`src/rtl/uart_program_loader.sv`:
```
// UART byte stream to imem loader: word count, then N 16-bit words, LSB first.
// Optional trailing checksum word when LOADER_CHECKSUM_EN is defined.
module uart_program_loader #(
    parameter int ADDR_W         = 8,
    parameter int MAX_WORDS      = 256,
    parameter int TIMEOUT_CYCLES = 2_500_000
) (
    input  logic              CLK,
    input  logic              RESET,
    input  logic              wait_transport,
    input  logic [7:0]        rx_data,
    input  logic              rx_valid,
    output logic              imem_we,
    output logic [ADDR_W-1:0] imem_addr,
    output logic [15:0]       imem_wdata,
    output logic              cpu_hold,
    output logic              load_done,
    output logic              load_err
);

    localparam int TW = $clog2(TIMEOUT_CYCLES + 1);
    localparam int IW = ADDR_W + 1;
    localparam logic [16:0] MAXW = 17'(MAX_WORDS);
    localparam logic [TW-1:0] TLAST = TW'(TIMEOUT_CYCLES - 1);

`ifdef LOADER_CHECKSUM_EN
    typedef enum logic [2:0] {
        IDLE, GET_CNT, GET_INSTR, GET_CSUM, DONE, ERR
    } state_t;
`else
    typedef enum logic [2:0] {
        IDLE, GET_CNT, GET_INSTR, DONE, ERR
    } state_t;
`endif

    state_t            state_q;
    logic              ws1_q, ws2_q, ws3_q;
    logic              phase_q;
    logic [7:0]        lo_q;
    logic [IW-1:0]     cnt_q;
    logic [IW-1:0]     idx_q;
    logic [TW-1:0]     timer_q;
    logic              we_q;
    logic [ADDR_W-1:0] addr_q;
    logic [15:0]       wdata_q;
    logic              hold_q;
    logic              done_q;
    logic              err_q;
`ifdef LOADER_CHECKSUM_EN
    logic [15:0]       sum_q;
`endif

    logic          fall;
    logic          loading;
    logic          word_done;
    logic [15:0]   word;
    logic [IW-1:0] idx_d;

    // Sync chain idles high so reset release never looks like a press
    assign fall      = ws3_q & ~ws2_q;
    assign loading   = (state_q == GET_CNT) || (state_q == GET_INSTR)
`ifdef LOADER_CHECKSUM_EN
                       || (state_q == GET_CSUM)
`endif
                       ;
    assign word_done = rx_valid & phase_q;
    assign word      = {rx_data, lo_q};
    assign idx_d     = idx_q + 1'b1;

    always_ff @(posedge CLK or negedge RESET) begin
        if (!RESET) begin
            state_q <= IDLE;
            ws1_q   <= 1'b1;
            ws2_q   <= 1'b1;
            ws3_q   <= 1'b1;
            phase_q <= 1'b0;
            lo_q    <= '0;
            cnt_q   <= '0;
            idx_q   <= '0;
            timer_q <= '0;
            we_q    <= 1'b0;
            addr_q  <= '0;
            wdata_q <= '0;
            hold_q  <= 1'b0;
            done_q  <= 1'b0;
            err_q   <= 1'b0;
`ifdef LOADER_CHECKSUM_EN
            sum_q   <= '0;
`endif
        end else begin
            ws1_q <= wait_transport;
            ws2_q <= ws1_q;
            ws3_q <= ws2_q;
            we_q  <= 1'b0;
            if (fall) begin
                state_q <= GET_CNT;
                done_q  <= 1'b0;
                err_q   <= 1'b0;
                idx_q   <= '0;
                phase_q <= 1'b0;
                hold_q  <= 1'b1;
                timer_q <= '0;
`ifdef LOADER_CHECKSUM_EN
                sum_q   <= '0;
`endif
            end else if (loading) begin
                if (rx_valid) begin
                    timer_q <= '0;
                    phase_q <= ~phase_q;
                    if (!phase_q) lo_q <= rx_data;
                end else if (timer_q == TLAST) begin
                    state_q <= ERR;
                    hold_q  <= 1'b0;
                    err_q   <= 1'b1;
                end else begin
                    timer_q <= timer_q + 1'b1;
                end
                if (word_done) begin
                    unique case (state_q)
                        GET_CNT: begin
                            if (word == 16'h0000) begin
`ifdef LOADER_CHECKSUM_EN
                                state_q <= GET_CSUM;
`else
                                state_q <= DONE;
                                hold_q  <= 1'b0;
                                done_q  <= 1'b1;
`endif
                            end else if ({1'b0, word} > MAXW) begin
                                state_q <= ERR;
                                hold_q  <= 1'b0;
                                err_q   <= 1'b1;
                            end else begin
                                cnt_q   <= word[IW-1:0];
                                state_q <= GET_INSTR;
                            end
                        end
                        GET_INSTR: begin
                            we_q    <= 1'b1;
                            addr_q  <= idx_q[ADDR_W-1:0];
                            wdata_q <= word;
                            idx_q   <= idx_d;
`ifdef LOADER_CHECKSUM_EN
                            sum_q   <= sum_q + word;
                            if (idx_d == cnt_q) state_q <= GET_CSUM;
`else
                            if (idx_d == cnt_q) begin
                                state_q <= DONE;
                                hold_q  <= 1'b0;
                                done_q  <= 1'b1;
                            end
`endif
                        end
`ifdef LOADER_CHECKSUM_EN
                        GET_CSUM: begin
                            hold_q <= 1'b0;
                            if (word == sum_q) begin
                                state_q <= DONE;
                                done_q  <= 1'b1;
                            end else begin
                                state_q <= ERR;
                                err_q   <= 1'b1;
                            end
                        end
`endif
                        default: ;
                    endcase
                end
            end
        end
    end

    assign imem_we    = we_q;
    assign imem_addr  = addr_q;
    assign imem_wdata = wdata_q;
    assign cpu_hold   = hold_q;
    assign load_done  = done_q;
    assign load_err   = err_q;

endmodule
```
`config.mk`:
```
export PLATFORM = sky130hd
export DESIGN_NAME = uart_program_loader
export DESIGN_NICKNAME = d
export VERILOG_FILES = /design/src/rtl/uart_program_loader.sv
export SDC_FILE = /design/constraint.sdc
export NUM_CORES = 1
export LEC_CHECK = 0
export CORE_AREA = 3 3 112 114
export CTS_BUF_LIST = sky130_fd_sc_hd__clkbuf_4
export CTS_CLUSTER_DIAMETER = 80
export DETAILED_ROUTE_END_ITERATION = 8
export DIE_AREA = 0 0 115 117
export MAX_ROUTING_LAYER = met4
export PLACE_DENSITY = 0.55
export SLEW_MARGIN = 0
export SYNTH_ARGS = -nofsm -noshare
export SYNTH_HDL_FRONTEND = slang
export SYNTH_SLANG_ARGS = --single-unit
```
`constraint.sdc`:
```
create_clock -name CLK -period 4.45 [get_ports CLK]
set_input_delay 0.445 -clock CLK [delete_from_list [all_inputs] [get_ports CLK]]
set_output_delay 0.445 -clock CLK [all_outputs]
set_load 0.02 [all_outputs]
```
### After elaboration in Yosys (flattened, before gate mapping)

Cells that the tools add are included.

| word-level totals | value |
|---|---|
| register bits after elaboration | 83 |
| input bits | 12 |
| output and inout port bits | 28 |
| logic and storage cells | 93 |

| cells by class | value |
|---|---|
| add/subtract/negate cells | 2 |
| $lt $le $gt $ge | 1 |
| eq/ne operators | 7 |
| muxes and demuxes | 47 |
| bitwise operators | 7 |
| reductions and logical operators | 14 |

Operators by type and width:

| operator | number |
|---|---|
| 22-bit 2-to-1 mux | 4 |
| 9-bit 2-to-1 mux | 4 |
| 1-bit 2-to-1 mux | 28 |
| 3-bit 2-to-1 mux | 8 |
| 22-bit by 1-bit adder with 22-bit output, second input constant | 1 |
| 22-bit == test, second input constant | 1 |
| 16-bit by 9-bit greater-than comparator with 1-bit output, second input constant | 1 |
| 16-bit zero test | 1 |
| 9-bit by 1-bit adder with 9-bit output, second input constant | 1 |
| 9-bit == test | 1 |
| 4-bit AND reduction | 2 |
| 2-bit nonzero test | 4 |
| 3-bit by 2-bit != test with 1-bit output, second input constant | 2 |
| 3-bit one-hot mux with 2 select lines | 1 |
| 6-bit AND reduction | 1 |
| 1-bit NOT | 5 |
| 5-bit AND reduction | 1 |
| 1-bit one-hot mux with 2 select lines | 2 |
| 2-bit AND reduction | 2 |
| 3-bit by 1-bit == test with 1-bit output, second input constant | 1 |
| 3-bit by 2-bit == test with 1-bit output, second input constant | 1 |
| 3-bit != test, second input constant | 1 |
| 3-bit AND reduction | 1 |
| 3-bit nonzero test | 1 |
| 2 further kinds | 3 |

### Depth between registers and ports, before layout

| depth | value |
|---|---|
| depth after elaboration | 9 |
| depth in mapped cells | 8 |
| gate-level depth less buffers | 6 |

### Worst setup path before layout

OpenSTA, ideal clock, no wires.

| path | value |
|---|---|
| path type | input-to-reg |
| start point | in rx_data[4] |
| end point | reg cnt_q[4] |
| setup time | 125 ps |
| arrival time | 1913 ps |
| required time | 4325 ps |
| slack | 2413 ps |
| stages on the path | 5 |
| path buffers | 0 |
| cell sequence | or4_4 > nor4_4 > nand4b_4 > nor2_8 > mux2_2 |

| between the ends | value |
|---|---|
| cells in the longest elaborated chain, start to end | 3 |
| elaborated cells on any way between the ends | 5 |
| those cells by class | order compare: 1; bitwise: 2; reduce/logical: 2 |

Ends and longest elaborated chain:

| element | RTL line | text |
|---|---|---|
| start, declared | 11 | `input logic [7:0] rx_data,` |
| 16-bit by 9-bit greater-than comparator with 1-bit output or 16-bit zero test (tied branches) | 129, 121 |  |
| 1-bit NOT (no source line) | -- |  |
| 6-bit AND reduction (no source line) (*) | -- |  |
| end signal, assigned | 134 | `cnt_q <= word[IW-1:0];` |
| end, declared | 40 | `logic [IW-1:0] cnt_q;` |

Every way passes the cells marked *; elsewhere a longest branch is shown, timed or not.
A chain may end at the register's enable or synchronous reset.

### Worst setup path after layout

| path | value |
|---|---|
| start point | reg state_q[2] |
| end point | reg wdata_q[11], in the netlist imem_wdata[11] |

| between the ends | value |
|---|---|
| cells in the longest elaborated chain, start to end | 3 |
| elaborated cells on any way between the ends | 4 |
| those cells by class | eq/ne: 2; reduce/logical: 2 |

Ends and longest elaborated chain:

| element | RTL line | text |
|---|---|---|
| start, declared | 36 | `state_t state_q;` |
| start signal, assigned | 72 | `state_q <= IDLE;` |
| start signal, assigned | 96 | `state_q <= GET_CNT;` |
| start signal, assigned | 112 | `state_q <= ERR;` |
| 3-bit by 1-bit == test with 1-bit output or 3-bit by 2-bit == test with 1-bit output (tied branches) | 61, 119 |  |
| 1-bit logical OR | 61 | `assign loading = (state_q == GET_CNT) \|\| (state_q == GET_INSTR)` |
| 4-bit AND reduction (no source line) (*) | -- |  |
| end signal, assigned | 141 | `wdata_q <= word;` |
| end, declared | 45 | `logic [15:0] wdata_q;` |

Marked as above.

==> results <==
- Setup repair after global routing left no endpoint under its margin.
- The required arrival time at the worst endpoint is 4.77 ns.
- The fraction of the mapped netlist area in compound gates is 0.08346.
- The synthesized design contains 0 enable-type register cells.
- The utilization after layout is 0.4066.
- The first global-routing pass estimated 14510 um of wire.
- The number of global-route vias before repair was 2831.
- In this run the tightest slew margin relative to its limit is 0.2087.
- The total die area is 13460 um^2.
- Of the total synthesized cell area, the portion taken by full adders, half adders and majority gates is 0.006205.
- The worst setup path is of the reg -> reg kind.
- The startpoint of the most critical register-to-register path is state_q[2].
- The setup fix buffers added after clock tree synthesis is 0.
- For this design the top-level I/O count stands at 40.
- The portion of synthesized area spent on multiplexers is 0.1170.
- For this block, the routed nets add up to 8395 um of wire.
- The post-layout minimum cycle time is 2.648 ns.
- Setup slack on the worst reg-to-reg path comes out at 1.80 ns.
- From bottom edge to top edge, the die measures 117 um.
- Buffers inserted to repair hold after CTS numbered 0.
- The number of antenna violations at the first check in global routing is 0.
- Input and output buffers added on the ports amount to 39.
- The run finished with clean final reports.
- The first-pass iteration count of the detailed router is 4.
- The filler cell count in the final layout is 1158.
- The post-synth net total is 370.
- The design area is 4682 um^2.
- The clock transition at the register clock pins on the worst setup and hold paths after CTS is 0.13 ns.
- The total power divided by cell area is 368.0 nW/um^2.
- The floorplan core area is 11520 um^2.
- The mapped cell area is 4033 um^2.
- The first routing iteration left 117 violations.
- After detailed routing, the wire length on met1 is 3979 um.
- Of the available clock period, the critical path in the final layout requires 0.5950.
- Relative to the synthesized area, the layout overhead comes to 16.10%.
- Of the post-synthesis cell area, the dominant cell type holds 0.4964.
- The signal on the critical path passes through nor3b_1 -> nand3_1 -> nor2_2 -> buf_4 -> mux2_2.
- After the last flow step, the layout net total stands at 406.
- The number of clock sinks is 83.
- Of the total synthesized cell area, the portion taken by AND, OR, NAND and NOR gates is 0.1905.
- The source-to-sink clock delay at the later pin of the worst-skew pair is 0.42 ns.
- The commonest register cell after synthesis is sky130_fd_sc_hd__dfrtp_1.
- The worst hold slack is 0.1990 ns.
- The die is 115 um wide.
- For this run, the total global-route usage over all layers was measured as 0.1404.
- The number of library cell types mapped by synthesis is 57.
- The number of antenna diodes in the final layout is 0.
- The total setup violations reported at the end of the flow is 0.
- The highest-delay cell along the critical path is sky130_fd_sc_hd__nor2_2.
- The initial cell density of the core is 0.3502.
- After synthesis, the largest family of logic cells by area is simple AND/OR/NAND/NOR gates.
- After global routing the overflow that remains totals 0.
- Routability-driven placement finished with a final weighted congestion of 0.7627.
- The via count is 2810.
- The highest attainable clock frequency is 377.7 MHz.
- Of the total synthesized cell area, the portion taken by XOR and XNOR cells is 0.05647.
- The tightest min-delay check is of the in -> async type.
- The number of vias per cell is 5.204.
- The routed length on met3 is 319 um.
- For this run, design rule violations remaining after detail routing come to 0.
- The total number of yosys warnings is 0.
- The number of H-tree branching levels is 3.
- The instance count of the mapped netlist is 356.
- Once detailed placement completed, the half-perimeter wirelength came to 5827 um.
- In the final layout, flip-flops and latches occupy 2081 um^2.
- In this run the cell area measured after placement is 4522 um^2.
- Clock tree synthesis inserted a total of 9 buffers.
- The pin count of the biggest net entering global routing is 84.
- In this design, the stage delay of the slowest critical-path cell is 0.71 ns.
- The maximum fanout count along the critical path is 14.
- The TritonCTS clock tree is done.
- Ranked by total cell area, the synthesized netlist is headed by sky130_fd_sc_hd__dfrtp_1 50%, sky130_fd_sc_hd__mux2_2 9.8%, sky130_fd_sc_hd__xnor2_1 2.8%, sky130_fd_sc_hd__xor2_1 2.8%, sky130_fd_sc_hd__a21oi_1 2.2%.
- The number of failing hold endpoints at the final stage is 0.
- After synthesis the netlist holds a flip-flop and latch count of 83.
- For this run, the register share of the synthesized area comes to 0.5160.
- Across the run, the number of max-cap violations was 0.
- The worst setup path is launched from a flip-flop.
- In this run the remaining antenna-violating nets after routing total 0.
- The transition time at the pin with the least slew margin is 1.180 ns.
- The number of gates resized after CTS is 0.
- The buffer type at the clock tree root is sky130_fd_sc_hd__clkbuf_4.
- For this design the static power due to leakage is 1.996 nW.
- The floorplan has 39 rows.
- The capturing element type of the critical path is a flip-flop.
- VDD sags by at most 0.0001604 V.
- The wire length on met2 is 3950 um.
- The worst-case clock buffer depth is 2.
- Data arrives at the worst endpoint at 2.97 ns.
- The startpoint of the most critical setup path is state_q[2].
- Of all flip-flops after synthesis, the portion carrying an async set or reset was 1.000.
- Between clock sinks in the finished design, the worst skew comes to 0.008478 ns.
- In the final routed layout, each cell accounts on average for 15.55 um.
- The share of layout cells above drive strength 1 is 0.1788.
- Averaged over all synthesized cells, the footprint is 11.33 um^2.
- The synthesized design spends more area on one cell type than any other, namely sky130_fd_sc_hd__dfrtp_1.
- The number of max-slew violations in the final report is 0.
- Summing all multi-input logic gate instances after layout gives 1829 um^2.
- The total negative slack for setup checks is 0 ns.
- Signal routing reaches up to met4.
## logic make-up (layout without fill, tap and decap cells)
kind of cell	Yosys count	after routing
buffers and inverters	24	65
flip-flops	83	83
adder cells (fa/ha/maj)	2	2
AO/OA/AOI/OAI	54	54
multiplexers	42	42
AND/OR/NAND/NOR	125	125
XOR/XNOR	26	26
## registers in the layout (all words and copies together), names as in the netlist
signal      flops
cnt_q           9
imem_addr       8
imem_we         1
ws2_q           1
ws3_q           1
imem_wdata     16
idx_q           9
load_err        1
phase_q         1
timer_q        22
lo_q            8
state_q         3
ws1_q           1
cpu_hold        1
load_done       1
## power breakdown
part | switching [mW] | internal (mW) | leakage, nW
clock network | 0.254 | 0.239 | 0.0868
registers | 0.0841 | 0.831 | 1.12
logic | 0.179 | 0.136 | 0.790
total | 0.516 | 1.21 | 2.00
## through the flow
stage	instances	total power, mW	setup slack, ns
after global placement	524	1.245	1.542
after global routing	540	1.835	1.529
after CTS	540	1.760	1.716
final	540	1.723	1.802
after detailed placement	524	1.254	1.445
after floorplan	356	1.139	2.413
## path summary, 6_finish.rpt
| check | cells past startpoint | to |
|---|---|---|
| worst max-delay path | 5 | imem_wdata[11] |
| worst min-delay path | 1 | idx_q[2] |
| min in group CLK | 0 | ws2_q |
| worst max register to register | 5 | imem_wdata[11] |
| worst min register to register | 0 | ws2_q |
| max in group asynchronous | 1 | timer_q[10] |
## metal layers
metal / vias up / track usage
li1: 1359 / -
met1: 1394 / 0.1864
met2: 44 / 0.2083
met3: 13 / 0.03702
met4: 0 / 0.04930
met5: - / -
## cell usage after synthesis (all sizes together) (2+ instances only)
| master | instances |
|---|---|
| a21o | 6 |
| o31ai | 6 |
| o21ai | 14 |
| clkbuf | 7 |
| nand2 | 21 |
| buf | 9 |
| nand3 | 12 |
| dfrtp | 80 |
| nor4 | 2 |
| nor3b | 4 |
| and3 | 4 |
| xor2 | 13 |
| nor4b | 5 |
| inv | 8 |
| or2 | 3 |
| and2 | 3 |
| or4 | 7 |
| nand4 | 11 |
| nor2b | 3 |
| nor3 | 2 |
| mux2 | 41 |
| ha | 2 |
| xnor2 | 13 |
| a21oi | 18 |
| nand4b | 3 |
| or3 | 12 |
| nor2 | 26 |
| dfstp | 3 |
| and4 | 4 |
## cell type report
class	instances	share of cell area
well taps	143	0.03821
multi-input cells	249	0.3907
clock buffers	11	0.01764
clock inverters	5	0.01657
flip-flops and latches	83	0.4444
repair buffers	41	0.08605
inverters	8	0.006414
## critical path, delay by kind of cell, from the launching register on
kind | cells | cell delay [ns]
buffers and inverters | 1 | 0.34
AND/OR/NAND/NOR | 3 | 1.39
flip-flops | 1 | 0.47
multiplexers | 1 | 0.35
## cells in the final DEF (no fill, tap or decap), drive strengths merged, types with 4 or more instances in the layout
cell type / instances
and4: 4
clkbuf: 11
xnor2: 13
clkdlybuf4s50: 38
nor4b: 5
a21o: 6
dfrtp: 80
nand3: 12
or4: 7
nor2: 26
nand2: 21
xor2: 13
mux2: 41
or3: 12
o31ai: 6
nand4: 11
inv: 8
and3: 4
a21oi: 18
nor3b: 4
o21ai: 14
No activity file was read; power rests on OpenSTA's default activity.
